==> config.mk <==
export PLATFORM = sky130hd
export DESIGN_NAME = regfile_scan_reader
export DESIGN_NICKNAME = d
export VERILOG_FILES = /design/src/rtl/regfile_scan_reader_pkg.sv /design/src/rtl/regfile_scan_reader.sv
export SDC_FILE = /design/constraint.sdc
export NUM_CORES = 1
export LEC_CHECK = 0
export BUFFER_PORTS_ARGS = -buffer_cell sky130_fd_sc_hd__buf_4
export CORE_MARGIN = 4
export CORE_UTILIZATION = 28
export CTS_BUF_LIST = sky130_fd_sc_hd__clkbuf_8
export DETAILED_ROUTE_END_ITERATION = 16
export PLACE_DENSITY = 0.58
export SLEW_MARGIN = 5
export SYNTH_ARGS = -nofsm -noshare
export SYNTH_HDL_FRONTEND = slang
export SYNTH_SLANG_ARGS = --single-unit
==> constraint.sdc <==
create_clock -name clk -period 2.2 [get_ports clk]
set_input_delay 0.22 -clock clk [delete_from_list [all_inputs] [get_ports clk]]
set_output_delay 0.22 -clock clk [all_outputs]
set_load 0.02 [all_outputs]
==> src/rtl/regfile_scan_reader_pkg.sv <==
// Shared types and width helpers for the register-file scan reader.
package regfile_scan_reader_pkg;

    // Sweep controller states.
    typedef enum logic [1:0] {
        StIdle  = 2'd0,
        StFetch = 2'd1,
        StSend  = 2'd2,
        StDone  = 2'd3
    } scan_state_e;

    // Running-sum width: depth * max entry fits in DW+AW bits.
    function automatic int unsigned sum_width(input int unsigned aw, input int unsigned dw);
        return aw + dw;
    endfunction

endpackage

==> src/rtl/regfile_scan_reader.sv <==
// Sweeps a wrap-around range of a combinational-read register file and emits each
// entry as one valid/ready beat, accumulating the sum of accepted beats.
module regfile_scan_reader
    import regfile_scan_reader_pkg::*;
#(
    parameter int unsigned AW = 3,
    parameter int unsigned DW = 4,
    localparam int unsigned SW = sum_width(AW, DW)
) (
    input  logic          clk,
    input  logic          reset,
    input  logic          start,
    input  logic [AW-1:0] base,
    input  logic [AW:0]   len,
    output logic [AW-1:0] rd_addr,
    input  logic [DW-1:0] rd_data,
    output logic          out_valid,
    input  logic          out_ready,
    output logic [DW-1:0] out_data,
    output logic [AW-1:0] out_index,
    output logic          out_last,
    output logic [SW-1:0] sum,
    output logic          busy,
    output logic          done
);

    scan_state_e   state_q, state_d;
    logic [AW-1:0] ptr_q;
    logic [AW:0]   rem_q;
    logic [DW-1:0] data_q;
    logic [AW-1:0] index_q;
    logic          last_q;
    logic [SW-1:0] sum_q;

    logic load;     // accepted start command
    logic capture;  // read the entry at ptr into the output beat and advance
    logic accept;   // output beat handshake

    // State register.
    always_ff @(posedge clk) begin
        if (reset) begin
            state_q <= StIdle;
        end else begin
            state_q <= state_d;
        end
    end

    // Next-state logic.
    always_comb begin
        state_d = state_q;
        unique case (state_q)
            StIdle:  if (start) state_d = (len == '0) ? StDone : StFetch;
            StFetch: state_d = StSend;
            StSend:  if (out_ready && last_q) state_d = StDone;
            StDone:  state_d = StIdle;
            default: state_d = StIdle;
        endcase
    end

    // Decoded outputs and datapath controls.
    always_comb begin
        out_valid = (state_q == StSend);
        busy      = (state_q != StIdle);
        done      = (state_q == StDone);
        load      = (state_q == StIdle) && start;
        accept    = (state_q == StSend) && out_ready;
        // Back-to-back capture on a non-final handshake keeps one beat per cycle.
        capture   = (state_q == StFetch) || (accept && !last_q);
    end

    // Pointer, remaining count, captured beat and running sum.
    always_ff @(posedge clk) begin
        if (reset) begin
            ptr_q   <= '0;
            rem_q   <= '0;
            data_q  <= '0;
            index_q <= '0;
            last_q  <= 1'b0;
            sum_q   <= '0;
        end else begin
            if (load) begin
                ptr_q <= base;
                rem_q <= len;
                sum_q <= '0;
            end
            if (accept) begin
                sum_q <= sum_q + SW'(data_q);
            end
            if (capture) begin
                data_q  <= rd_data;
                index_q <= ptr_q;
                last_q  <= (rem_q == (AW+1)'(1));
                ptr_q   <= ptr_q + 1'b1;
                rem_q   <= rem_q - 1'b1;
            end
        end
    end

    assign rd_addr   = ptr_q;
    assign out_data  = data_q;
    assign out_index = index_q;
    assign out_last  = last_q;
    assign sum       = sum_q;

endmodule
==> flow_metrics.tcl <==
set metrics [dict create \
    grt_max_degree 37 \
    netlist_instances 166 \
    cts.htree.levels 1 \
    max-cap-violations 0 \
    ios 36 \
    vias 1248 \
    cts-root-buf "clkbuf_8" \
    cts.sink_count 24 \
    rsz0062_at_grt "no" \
    final_antenna_net_count 0 \
    clk_pin_slew_ns 0.09 \
    multiInputGateArea_um2 816 \
    crit_required_ns 2.36 \
    path_depth 7 \
    yosysSeqAreaShare 0.344 \
    ctsHoldBuffers 0 \
    rrSetupSlack_ns 0.36 \
    crit_path_start "out_data[0]" \
    core_area_um2 4790 \
    syn_area_um2 1400 \
    arrival_ns 2.00 \
    drt_iter0_markers 72 \
    die_x_um 78.6 \
    wl_per_cell_um 12.1 \
    path_cells "ha_1 > inv_1 > fa_1 > nand2b_1 > a21oi_1 > nor3_1 > a211o_1" \
    drive_above_1_share 0.244 \
    status "completed" \
    seqCellArea_um2 480 \
    cp.buffers_inverters 1 \
    path_delay_family "adder cells" \
    syn_nets 194 \
    dieArea_um2 6180 \
    cts_tree "done" \
    avgSynthCellArea_um2 8.40 \
    port_buffers 35 \
    grt_usage 0.109 \
    antenna_found_initial 0 \
    grtUsageMet3 0.0206 \
    drc 0 \
    dr.pass1.iters 5 \
    grtUsageMet1 0.147 \
    start_util 0.292 \
    max_stage_delay_ns 0.37 \
    die_h_um 78.6 \
    yosys_warnings 0 \
    synth_cell_types 36 \
    finalCoreUtilization 0.368 \
    nNetsFinal 226 \
    worst-path-max-fanout 3 \
    fmax_mhz 543 \
    grt_pass1_wl_um 5610 \
    globalRoute.totalOverflow 0 \
    p_leak_nw 0.749 \
    cp-end-kind "flip-flop" \
    post-route-period-util 0.837 \
    cts_buffers 3 \
    clock_path_buffers 2 \
    worst_slew_pin_slew_ns 0.475 \
    layout_commonest_cell "buf_4" \
    syn_to_final_growth_pct 26.4 \
    rr_endpoint "sum[4]" \
    vias_per_cell 4.73 \
    use_met2 0.180 \
    slew_headroom 0.683 \
    mostFrequentLayoutCells "37 x buf_4, 26 x nand2_1, 24 x dfxtp_1" \
    period_needed_ns 1.84 \
    r2r_start "out_data[0]" \
    start_kind "flip-flop" \
    ys.flop_type "dfxtp_1" \
    rr_worst_depth 7 \
    worstSetupEndpoint "sum[4]" \
    drv_slew 0 \
    synthArstFlopShare 0 \
    grt_pass1_vias 1251 \
    peakVddDrop_v 0.000509 \
    fp-row-count 25 \
    stdcell_count 264 \
    hp-start "rd_data[0]" \
    power_density_nw_per_um2 1190 \
    fillCellCount 516 \
    worstSetupPathType "reg -> reg" \
    dp_hpwl_um 2400 \
    dp.cells 260 \
    skew_ns 0.00348 \
    gp_congestion 0.728 \
    setup_viol 0 \
    finalHoldViolations 0 \
    antenna_cells 0 \
    slowest_stage "dfxtp_1" \
    clk_latency_ns 0.27 \
    totalWireLength_um 3200 \
    synth_edf_count 0 \
    grt-busiest-layer "met2" \
    cts_setup_buffers 0 \
    setup_tns_ns 0 \
    hp-class "in -> reg" \
    cts-resized-gates 0 \
    ys_ff_latch 24 \
]
[layer usage]
layer	wire [µm]	vias to the layer above
met5	0	-
met4	12	0
met3	172	2
met2	1460	33
met1	1550	571
li1	-	642
[where the power goes]
| group | total (W) | switching (W) | internal, W |
|---|---|---|---|
| logic | 0.00104 | 0.000606 | 0.000432 |
| clock network | 0.000392 | 0.000149 | 0.000243 |
| registers | 0.000660 | 0.000114 | 0.000546 |
[sequential cells by signal (all words and copies together) (netlist names)]
signal     cells
out_last       1
rem_q          4
out_index      3
out_data       4
state_q        2
sum            7
rd_addr        3
[tightest hold or removal path, stage by stage]
cell and delay, ns:
buf_4 0.11, nand2_1 0.05, a21oi_1 0.05
[cells by family (layout without fill, tap and decap cells)]
group	after synthesis	count (layout)	share of synthesized area
and+or+nand+nor	74	74	0.274
AOI/OAI and AO/OA	33	33	0.168
DFF	24	24	0.344
buffers and inverters	19	50	0.0708
adders and majority gates	13	13	0.122
muxes	3	3	0.0215
[synth_stat cells (all sizes together), types with 2 or more instances]
cell | n | area, µm²
and2 | 2 | 15.0
buf | 7 | 53.8
ha | 12 | 150
dfxtp | 24 | 480
nand2 | 26 | 97.6
mux2i | 3 | 30.0
a211oi | 3 | 27.5
nand4b | 5 | 43.8
a221oi | 2 | 30.0
nand2b | 3 | 18.8
nand3 | 6 | 30.0
nor3b | 9 | 67.6
or2 | 2 | 12.5
o21ai | 6 | 37.5
clkbuf | 3 | 11.3
a21oi | 16 | 91.3
inv | 9 | 33.8
nor2 | 11 | 41.3
nor3 | 6 | 30.0
[through the flow]
step	power, W	setup slack [ns]	hold slack [ns]	instance area [µm²]
after floorplan	0.00145	0.363	0.360	1400
after global placement	0.00172	0.380	0.445	1690
after detailed placement	0.00173	0.357	0.451	1690
after CTS	0.00212	0.340	0.189	1760
after global routing	0.00227	0.201	0.199	1760
final	0.00209	0.358	0.196	1760
[area by class of cell]
cell class              count  share of cell area
clock inverters             1              0.0170
multi-input cells         123               0.463
repair buffers             37               0.158
clock buffers               3              0.0234
well taps                  67              0.0476
inverters                   9              0.0192
flip-flops and latches     24               0.273
[how the worst min path moves through the flow]
stage	endpoint	slack, ns	depth (start not counted)
global route	out_data[3]	0.20	3
CTS	out_data[0]	0.19	3
finish	out_data[0]	0.20	3
detailed placement	out_index[2]	0.45	2
global placement	out_index[1]	0.45	2
floorplan	out_data[0]	0.36	2
(Power assumes the default switching activity.)
